**config.mk**
```make
export PLATFORM = sky130hd
export DESIGN_NAME = freq_window_monitor
export DESIGN_NICKNAME = d
export VERILOG_FILES = /design/src/rtl/freq_window_monitor.sv
export SDC_FILE = /design/constraint.sdc
export NUM_CORES = 1
export LEC_CHECK = 0
export CAP_MARGIN = 40
export CELL_PAD_IN_SITES_DETAIL_PLACEMENT = 0
export CELL_PAD_IN_SITES_GLOBAL_PLACEMENT = 2
export CORE_MARGIN = 10
export CORE_UTILIZATION = 31
export DETAILED_ROUTE_END_ITERATION = 16
export GPL_ROUTABILITY_DRIVEN = 0
export PLACE_DENSITY_LB_ADDON = 0.25
export SLEW_MARGIN = 10
export SYNTH_ARGS = -nofsm -noshare
export SYNTH_HDL_FRONTEND = slang
export SYNTH_SLANG_ARGS = --single-unit
export TNS_END_PERCENT = 30
```
**constraint.sdc**
```tcl
create_clock -name clk -period 8 [get_ports clk]
set_input_delay 1.2 -clock clk [delete_from_list [all_inputs] [get_ports clk]]
set_output_delay 1.2 -clock clk [all_outputs]
set_load 0.03 [all_outputs]
```
**src/rtl/freq_window_monitor.sv**
```systemverilog
// Multi-channel frequency window monitor: counts per-channel edge ticks over a
// programmable window of clk cycles and classifies each count against thresholds.
module freq_window_monitor #(
  parameter int NUM_CH     = 4,
  parameter int DATA_WIDTH = 32,
  parameter int CNT_WIDTH  = 16
) (
  input  logic                          clk,
  input  logic                          reset,
  input  logic                          start,
  input  logic                          stop,
  input  logic                          continuous,
  input  logic [DATA_WIDTH-1:0]         window_value,
  input  logic [NUM_CH-1:0]             ch_tick,
  input  logic [NUM_CH*CNT_WIDTH-1:0]   thresh_lo,
  input  logic [NUM_CH*CNT_WIDTH-1:0]   thresh_hi,
  output logic [NUM_CH*CNT_WIDTH-1:0]   ch_count,
  output logic [NUM_CH-1:0]             too_low,
  output logic [NUM_CH-1:0]             too_high,
  output logic [NUM_CH-1:0]             in_range,
  output logic [NUM_CH-1:0]             overflow,
  output logic                          busy,
  output logic                          done
);

  // state | meaning
  // IDLE  | waiting for start with a non-zero window
  // COUNT | window timer running, channel counters accumulating ticks
  // EVAL  | one cycle: compare counts, register results, reload or stop
  localparam logic [1:0] S_IDLE  = 2'd0;
  localparam logic [1:0] S_COUNT = 2'd1;
  localparam logic [1:0] S_EVAL  = 2'd2;

  localparam logic [CNT_WIDTH-1:0] CNT_MAX = '1;

  logic [1:0]                          state;
  logic [DATA_WIDTH-1:0]               timer;
  logic [NUM_CH-1:0][CNT_WIDTH-1:0]    cnt;
  logic [NUM_CH-1:0]                   ovf;
  logic [NUM_CH-1:0]                   lt;
  logic [NUM_CH-1:0]                   gt;

  always_comb begin
    lt = '0;
    gt = '0;
    for (int i = 0; i < NUM_CH; i++) begin
      lt[i] = cnt[i] < thresh_lo[i*CNT_WIDTH +: CNT_WIDTH];
      gt[i] = cnt[i] > thresh_hi[i*CNT_WIDTH +: CNT_WIDTH];
    end
  end

  assign busy = (state != S_IDLE);

  always_ff @(posedge clk or posedge reset) begin
    if (reset) begin
      state    <= S_IDLE;
      timer    <= '0;
      cnt      <= '0;
      ovf      <= '0;
      ch_count <= '0;
      too_low  <= '0;
      too_high <= '0;
      in_range <= '0;
      overflow <= '0;
      done     <= 1'b0;
    end else begin
      done <= 1'b0;
      case (state)
        S_IDLE: begin
          if (start && !stop && (window_value != '0)) begin
            state <= S_COUNT;
            timer <= window_value;
            cnt   <= '0;
            ovf   <= '0;
          end
        end
        S_COUNT: begin
          if (stop) begin
            state <= S_IDLE;
          end else begin
            for (int i = 0; i < NUM_CH; i++) begin
              if (ch_tick[i]) begin
                if (cnt[i] == CNT_MAX) ovf[i] <= 1'b1;
                else                   cnt[i] <= cnt[i] + CNT_WIDTH'(1);
              end
            end
            timer <= timer - DATA_WIDTH'(1);
            if (timer == DATA_WIDTH'(1)) state <= S_EVAL;
          end
        end
        S_EVAL: begin
          if (stop) begin
            state <= S_IDLE;
          end else begin
            ch_count <= cnt;
            too_low  <= lt;
            too_high <= gt;
            in_range <= ~lt & ~gt;
            overflow <= ovf;
            done     <= 1'b1;
            // EVAL-cycle ticks seed the next window so back-to-back windows lose nothing
            if (continuous && (window_value != '0)) begin
              state <= S_COUNT;
              timer <= window_value;
              ovf   <= '0;
              for (int i = 0; i < NUM_CH; i++) cnt[i] <= CNT_WIDTH'(ch_tick[i]);
            end else begin
              state <= S_IDLE;
            end
          end
        end
        default: state <= S_IDLE;
      endcase
    end
  end

endmodule

```
==> flow_summary_export.csv <==
group,metric,value,unit
run_status,status,"complete, no violations",
drt,drc,0,
global_route,grt_pass1_wl,67100,um
floorplanning,die-width,218,um
synth,avgSynthCellArea,8.19,um^2
layout,final_common_cell,"nand2_1",
clock_network,cts_tree,"yes",
worst_setup_path,crit_required,8310,ps
clock_network,post_cts_buffers,0,
sta,worst_pin_slew,902,ps
sta,clock_skew,9.18,ps
power,p_switching,1.19,mW
synth,syn_area,12200,um^2
run,drv_cap,0,
worst_setup_path,cp-end-kind,"register",
drt,first_pass_iters,5,
global_route,grtUsageTotal,17.7,%
global_route,grt_pass1_vias,11500,
sta,period_share,50.6,%
global_route,grt_max_degree,92,
power,p_clk_share,29.5,%
worst_setup_path,start_kind,"primary input",
clock_network,htree_levels,4,
floorplanning,ios,251,
drt,vias_per_cell,5.04,
power,max-vdd-ir-drop,156,uV
drt,wirelength,42100,um
synth,yosysTopAreaCellShare,37.6,%
layout,layout-drive-gt1-share,4.46,%
clock_network,clkLatencyLatePin,440,ps
place,numPortBuffers,250,
power,combPwrFrac,33.0,%
synth,async_flop_share,100,%
worst_setup_path,critPathSlowestCell,"a21oi_2",
floorplanning,die_h,218,um
floorplanning,num_rows,72,
worst_setup_path,cp-startpoint,"window_value[12]",
synth,synth_edf_count,0,
floorplanning,initial_core_util,31.5,%
worst_setup_path,cp.arrival,4350,ps
worst_setup_path,path_delay_family,"compound AO/OA/AOI/OAI gates",
layout,final_cell_mix,"nand2_1 (293), clkdlybuf4s50_1 (250), dfrtp_1 (183)",
global_route,overflow,0,
worst_setup_path,r2r_slack,4560,ps
worst_setup_path,path_buf_inv,1,
synth,synthCells,1489,
layout,nets,2018,
synth,synth.largest_area_cell,"dfrtp_1",
synth,synth_fp_nets,1792,
worst_setup_path,cp_max_fo,17,
clock_network,cts_buffer_depth,2,
worst_setup_path,max_stage_delay,690,ps
synth,yosys_warnings,0,
place,dpl.hpwl,31600,um
clock_network,cts_buffers,17,
worst_setup_path,timing.rr.start,"state[0]",
clock_network,clkTransAtPathRegs,70,ps
floorplanning,core,38700,um^2
drt,drt_iter0_markers,670,
synth,synthTopCellsByArea,"dfrtp_1 (38%), ha_1 (14%), nand2_1 (9.1%)",
drt,wl_per_cell,18.7,um
sta,rsz0062_at_grt,"no",
sta,setup_viol,0,
clock_network,post_cts_resized,0,
worst_hold_path,min_path_type,"reg -> reg",
power,seqPwrFrac,37.5,%
synth,synth_ff_type,"dfrtp_1",
floorplanning,die-area,47700,um^2
sta,setup_tns,0,ps
clock_network,cts_sinks,183,
synth,yosysSeqAreaShare,37.6,%
power,p_per_area,196,nW/um^2
clock_network,clockRootBuffer,"clkbuf_16",
sta,fmax,247,MHz
clock_network,holdBufCountCts,0,
worst_hold_path,min-delay-start,"ch_count[63]",
sta,finalHoldViolations,0,
synth,netlist-cell-type-count,64,
power,p_sw_share,38.0,%
drt,drtAntennaViolNets,0,
worst_setup_path,path_cells,"clkdlybuf4s50_1 > nor4_1 > nand2_1 > nor4_4 > a21oi_2 > o21a_1 > nand3_1 > o41ai_1",
drt,vias,11300,
synth,synth-seq-cells,183,
power,totalPowerFinal,3.13,mW
layout,area_delta_synth_final,30.8,%
worst_setup_path,critical_path_class,"in -> reg",
power,intPower,1.94,mW
sta,drv_slew,0,
sta,period_minus_slack,4050,ps
sta,max_slew_margin,39.9,%
global_route,antenna_found_initial,7,
power,power.static_leakage,7.80,nW
==> synthesized netlist by cell type (20+ instances only) <==
| library cell | n |
|---|---|
| a21o_1 | 34 |
| a21oi_1 | 53 |
| and3_1 | 21 |
| clkbuf_1 | 40 |
| dfrtp_1 | 183 |
| ha_1 | 134 |
| inv_1 | 146 |
| nand2_1 | 295 |
| nand2b_1 | 20 |
| nand3_1 | 43 |
| nand4_1 | 32 |
| nor2_1 | 86 |
| nor3_1 | 37 |
| o21ai_0 | 128 |
| o31ai_1 | 34 |
==> layer usage <==
layer	vias up	wire [um]	share of wire [%]	GRT usage (%)
met5	-	58	0.14	0
met3	31	1830	4.3	3.19
li1	5679	-	-	-
met4	8	455	1.1	4.00
met1	5363	20400	49	24.1
met2	251	19300	46	28.4
==> area by class of cell <==
cell class | count | area [um^2]
antenna | 3 | 7.51
clock buffer | 19 | 453
clock inverter | 12 | 166
fill | 3958 | 22800
inverter | 147 | 559
multi-input combinational | 1100 | 6830
sequential | 183 | 4580
tap | 518 | 648
timing repair buffer | 266 | 2700
==> cell families after synthesis <==
logic type | share of synthesized area (%)
adders and majority gates | 13.8
AOI/OAI and AO/OA | 19.1
DFF | 37.6
buffers and inverters | 6.54
and+or+nand+nor | 23.0
muxes | 0.0821
==> power by group through the flow <==
stage                     Sequential, mW  Combinational [mW]  Clock (mW)
final                               1.18                1.03       0.923
after global routing                1.20                1.17       0.986
after CTS                           1.17                1.04       0.952
after detailed placement            1.19                1.04           0
after global placement              1.19                1.02           0
after floorplan                     1.14               0.693           0
==> sequential cells by signal, indices dropped and copies added (netlist names), 4 cells and up <==
| register | count |
|---|---|
| overflow | 4 |
| in_range | 4 |
| timer | 32 |
| ch_count | 64 |
| too_high | 4 |
| too_low | 4 |
| ovf | 4 |
| cnt | 64 |
==> worst paths after layout <==
kind	to	depth (start not counted)
worst max register to register	cnt[37]	6
worst max-delay path	cnt[37]	8
min in group asynchronous	ch_count[41]	2
worst min-delay path	ch_count[63]	2
max in group asynchronous	ch_count[43]	5
worst min register to register	ch_count[63]	2
==> through the flow <==
step | setup WS (ps) | area, um^2 | hold WS [ps] | util, % | std cells
4_1_cts | 3950 | 15900 | 481 | 41.1 | 2245
6_report | 3950 | 15900 | 472 | 41.2 | 2248
3_5_place_dp | 3480 | 15300 | 462 | 39.5 | 2214
2_1_floorplan | 1830 | 12200 | 439 | - | 1489
3_3_place_gp | 3630 | 15200 | 453 | 39.3 | 2210
5_1_grt | 3740 | 15900 | 506 | 41.1 | 2245
==> worst register-to-register path, stage by stage (launching register included) <==
cell and delay, ps:
dfrtp_1 380, inv_1 90, ha_1 350, a21oi_2 780
o21a_1 590, nand3_1 560, o41ai_1 550
Note: power is estimated with default switching activity, not from simulation.
==> patch 1, RTL diff (config.mk and constraints unchanged) <==
Set the parameter `DATA_WIDTH` to 64 (it was 32).
--- a/src/rtl/freq_window_monitor.sv
+++ b/src/rtl/freq_window_monitor.sv
@@ -2,7 +2,7 @@
 // programmable window of clk cycles and classifies each count against thresholds.
 module freq_window_monitor #(
   parameter int NUM_CH     = 4,
-  parameter int DATA_WIDTH = 32,
+  parameter int DATA_WIDTH = 64,
   parameter int CNT_WIDTH  = 16
 ) (
   input  logic                          clk,
Ports: changed (resized window_value); port bits go from 251 to 283. The function was not compared with the original's and may differ.
==> patch 1 against the original RTL <==
- fmax fell by 9.2%
- worst setup slack got worse by 410 ps
- hold slack barely moved
- clock skew rose by 1.9 ps
- synthesized area rose by 19%
- sequential cell count rose by 32
- cell count rose by 17%
- sequential power rose by 35%
- via count rose by 23%
- register-to-register slack got worse by 360 ps
- cell area rose by 19%
- critical path depth rose by 3
- routed wire length rose by 24%
- total power rose by 45%
- largest cell class unchanged
==> patch 1: results (changes against the original RTL) <==
<table>
<tr><th>Metric</th><th>Value</th></tr>
<tr><th colspan="2">Cells and area</th></tr>
<tr><td>Area of the multi-input gates</td><td>0.00829 mm² (was 0.00683 mm²)</td></tr>
<tr><td>Multi-input combinational cell count</td><td>1294 (was 1100)</td></tr>
<tr><td>Layout clock buffers</td><td>46 (was 19)</td></tr>
<tr><td>Fraction of area in registers</td><td>28.2% (was 28.7%)</td></tr>
<tr><td>Net count reported at finish</td><td>2325 (was 2018)</td></tr>
<tr><td>Synthesis-to-finish area growth</td><td>31.6% (was 30.8%)</td></tr>
<tr><td>Utilization after layout</td><td>41.1% (was 41.2%)</td></tr>
<tr><td>N_diodes</td><td>1 (was 3)</td></tr>
<tr><th colspan="2">Global routing</th></tr>
<tr><td>Met2 GRT Util</td><td>31.5% (was 28.4%)</td></tr>
<tr><td>Antenna violations before repair</td><td>1 (was 7)</td></tr>
<tr><td>Largest net degree at the start of global routing</td><td>98 (was 92)</td></tr>
<tr><td>Total GRT Usage</td><td>18.0% (was 17.7%)</td></tr>
<tr><th colspan="2">Clock network</th></tr>
<tr><td>Clock network latency to the later pin of the worst-skew pair</td><td>570 ps (was 440 ps)</td></tr>
<tr><td>Number of buffers between clock root and the deepest sink</td><td>3 (was 2)</td></tr>
<tr><th colspan="2">Routing</th></tr>
<tr><td>Highest metal layer used by the detailed router</td><td>met4 (was met5)</td></tr>
<tr><td>Overall via count from detail_route</td><td>14000 (was 11300)</td></tr>
<tr><td>M1 wire length</td><td>23700 µm (was 20400 µm)</td></tr>
<tr><td>Drt wl/cell</td><td>19.9 µm (was 18.7 µm)</td></tr>
<tr><th colspan="2">Logic synthesis</th></tr>
<tr><td>Adder-cell share of the synthesized area</td><td>11.6% (was 13.8%)</td></tr>
<tr><td>Mean Syn Cell Area</td><td>8.33 µm² (was 8.19 µm²)</td></tr>
<tr><td>Flop and latch count out of synthesis</td><td>215 (was 183)</td></tr>
<tr><td>Multiplexer share of the synthesized area</td><td>1.26% (was 0.0821%)</td></tr>
<tr><th colspan="2">Timing</th></tr>
<tr><td>Rel. slew slack</td><td>40.8% (was 39.9%)</td></tr>
<tr><td>Layout Skew</td><td>11.1 ps (was 9.18 ps)</td></tr>
<tr><th colspan="2">Place</th></tr>
<tr><td>Final HPWL from detailed placement</td><td>37700 µm (was 31600 µm)</td></tr>
<tr><td># placed instances</td><td>2565 (was 2214)</td></tr>
<tr><td>Worst setup timing slack at the placement stage</td><td>2850 ps (was 3480 ps)</td></tr>
<tr><th colspan="2">Power and ir drop</th></tr>
<tr><td>P_int</td><td>2.74 mW (was 1.94 mW)</td></tr>
<tr><td>Relative contribution of sequential cells to total power</td><td>35.1% (was 37.5%)</td></tr>
<tr><td>Sequential logic power</td><td>1.59 mW (was 1.18 mW)</td></tr>
<tr><td>Leakage power figure</td><td>9.01 nW (was 7.80 nW)</td></tr>
<tr><th colspan="2">Outcome</th></tr>
<tr><td>Run status</td><td>complete, no violations (unchanged)</td></tr>
</table>
patch 1: cell types whose count changed in the layout (fill, tap and decap cells not counted), sizes merged, moves of 18 or more:
| cell | unedited run | this run |
|---|---|---|
| nor4 | 18 | 39 |
| clkbuf | 19 | 46 |
| dfrtp | 183 | 215 |
| o22ai | 2 | 40 |
| clkdlybuf4s50 | 250 | 282 |
| o21a | 3 | 21 |
| a21oi | 54 | 90 |
patch 1: path summary, 6_finish.rpt:
kind	cells after the start	slack (ps)	start	to
min in group asynchronous	2	950	reset	ch_count[5]
max reg2reg	9	4200	timer[0]	timer[60]
min	2	470	ch_count[30]	ch_count[30]
min reg2reg	2	470	ch_count[30]	ch_count[30]
max	11	3540	window_value[14]	cnt[34]
max in group asynchronous	4	5620	reset	timer[11]
patch 1: critical path, stage by stage:
cell             delay (ps)
clkdlybuf4s50_1         430
nor4_1                  610
nand4_1                 240
nor3_1                  220
buf_2                   250
a211oi_4                 80
buf_4                   310
nor2_4                  600
buf_12                  320
or3_1                   440
o21ai_0                 160
==> patch 2, RTL diff (same settings) <==
Made on the original files. Make the reset (`reset`) synchronous in one clocked block.
--- a/src/rtl/freq_window_monitor.sv
+++ b/src/rtl/freq_window_monitor.sv
@@ -51,7 +51,7 @@
 
   assign busy = (state != S_IDLE);
 
-  always_ff @(posedge clk or posedge reset) begin
+  always_ff @(posedge clk) begin
     if (reset) begin
       state    <= S_IDLE;
       timer    <= '0;
Behaviour: differs if reset is asserted again (counterexample within 4 cycles, from zero or initial values and one cycle with reset high); with reset held inactive, the same outputs for 4 cycles.
==> patch 2 against the original RTL <==
- die area decreased by 0.77%
- synthesized area decreased by 0.85%
- cell area decreased by 2.0%
- count of clock-buffer cells in the layout decreased by 1
- non-clock buffer count decreased by 3
- routed wire length increased by 3.2%
- worst setup slack improved by 230 ps
- cell count increased by 1.5%
- combinational power increased by 22%
- synthesized cell count increased by 4.0%
- first-iteration DRC count increased by 3.0%
- total power increased by 3.8%
- sequential cell count unchanged
- highest routed layer unchanged
==> patch 2: results (changes against the original RTL) <==
<table>
<tr><th>Metric</th><th>Value</th></tr>
<tr><th colspan="2">Logic synthesis</th></tr>
<tr><td>Commonest cells in the netlist</td><td>240 x nand2_1, 183 x dfxtp_1, 160 x a21oi_1 (was 295 x nand2_1, 183 x dfrtp_1, 146 x inv_1)</td></tr>
<tr><td>Part of the Yosys area used for sequential elements</td><td>30.3% (was 37.6%)</td></tr>
<tr><td>Net count after synthesis</td><td>1851 (was 1792)</td></tr>
<tr><td>Post-synthesis cell type count</td><td>86 (was 64)</td></tr>
<tr><td>Share of async-settable or async-resettable flops after synthesis</td><td>0% (was 100%)</td></tr>
<tr><td>Predominant post-synthesis flop cell</td><td>dfxtp_1 (was dfrtp_1)</td></tr>
<tr><th colspan="2">Cells and area</th></tr>
<tr><td>Net count reported at finish</td><td>2054 (was 2018)</td></tr>
<tr><td>N_diodes</td><td>0 (was 3)</td></tr>
<tr><td>Share of layout cells above drive strength 1</td><td>5.78% (was 4.46%)</td></tr>
<tr><td>Count of fill cells added during filler insertion</td><td>4077 (was 3958)</td></tr>
<tr><th colspan="2">Setup path</th></tr>
<tr><td>CP arrival</td><td>4130 ps (was 4350 ps)</td></tr>
<tr><td>Reg2Reg Capture Point</td><td>cnt[26] (was cnt[37])</td></tr>
<tr><td>Reg-to-reg setup timing slack</td><td>4730 ps (was 4560 ps)</td></tr>
<tr><td>Capturing instance or port of the critical path</td><td>cnt[28] (was cnt[37])</td></tr>
<tr><td>Worst reg-to-reg path cell count</td><td>9 (was 6)</td></tr>
<tr><td>Max Fanout on Critical Path</td><td>24 (was 17)</td></tr>
<tr><td>Worst setup path startpoint</td><td>window_value[1] (was window_value[12])</td></tr>
<tr><th colspan="2">Power and ir drop</th></tr>
<tr><td>Worst-case vdd ir drop</td><td>0.173 mV (was 0.156 mV)</td></tr>
<tr><td>Leakage power figure</td><td>6.25 nW (was 7.80 nW)</td></tr>
<tr><th colspan="2">Routing</th></tr>
<tr><td>Initial drt markers</td><td>690 (was 670)</td></tr>
<tr><td>Vias per Instance</td><td>5.25 (was 5.04)</td></tr>
<tr><th colspan="2">Worst hold path</th></tr>
<tr><td>Launch point of the worst hold path</td><td>ch_count[6] (was ch_count[63])</td></tr>
<tr><th colspan="2">Global routing</th></tr>
<tr><td>Total GRT Usage</td><td>18.0% (was 17.7%)</td></tr>
<tr><td>Global-route wire length before repair</td><td>68200 µm (was 67100 µm)</td></tr>
<tr><th colspan="2">Timing</th></tr>
<tr><td>Rel. slew slack</td><td>44.2% (was 39.9%)</td></tr>
<tr><td>Layout Skew</td><td>11.8 ps (was 9.18 ps)</td></tr>
<tr><th colspan="2">Outcome</th></tr>
<tr><td>Run status</td><td>complete, no violations (unchanged)</td></tr>
<tr><th colspan="2">Place</th></tr>
<tr><td>Area of placed instances</td><td>0.0150 mm² (was 0.0153 mm²)</td></tr>
<tr><td>Final HPWL from detailed placement</td><td>32100 µm (was 31600 µm)</td></tr>
</table>
[patch 2: power breakdown]
part / total, mW / internal (mW) / switching [mW]
registers: 1.10 / 0.992 / 0.105
logic: 1.26 / 0.447 / 0.812
clock network: 0.895 / 0.477 / 0.417
[patch 2: cells by family after synthesis]
group / count (synthesis) / synth area share (%)
and+or+nand+nor: 538 / 21.1
muxes: 3 / 0.259
DFF: 183 / 30.3
adders and majority gates: 134 / 13.9
buffers and inverters: 238 / 8.13
AOI/OAI and AO/OA: 452 / 26.3
[patch 2: metrics by stage]
stage	instances	setup slack (ps)	hold slack, ps	utilization [%]	power, mW
2_1_floorplan	1548	5070	431	-	1.97
3_3_place_gp	2247	3480	444	38.8	2.35
3_5_place_dp	2250	3670	447	39.0	2.38
4_1_cts	2282	4150	458	40.5	3.29
5_1_grt	2282	3980	477	40.5	3.48
6_report	2282	4190	455	40.5	3.25
[patch 2: final cells by class]
cell class / instances / area (µm²) / area share (%)
tap: 518 / 648 / 4.15
inverter: 159 / 597 / 3.82
clock inverter: 14 / 163 / 1.04
clock buffer: 18 / 439 / 2.81
multi-input combinational: 1127 / 7460 / 47.8
timing repair buffer: 263 / 2650 / 17.0
sequential: 183 / 3660 / 23.4
[patch 2: worst max-delay path, stage by stage]
cell and delay (ps):
clkdlybuf4s50_1 430, nor4_1 520, nand4_2 310, o31ai_4 500, a21oi_2 170, buf_4 270, nand4_1 550, o31ai_1 150
[patch 2: routing by layer]
metal	routed length, µm	global-route usage, %	up-vias
met4	383	3.59	2
met1	20600	23.5	5708
met3	1920	3.77	29
li1	-	-	5998
met5	9	0	-
met2	20500	30.1	239
[patch 2: worst min path at each step]
stage	endpoint	slack (ps)	depth (start not counted)
3_3_place_gp	ch_count[6]	440	2
3_5_place_dp	ch_count[15]	450	2
4_1_cts	ch_count[15]	460	2
2_1_floorplan	overflow[0]	430	2
6_report	ch_count[6]	450	2
5_1_grt	ch_count[15]	480	2
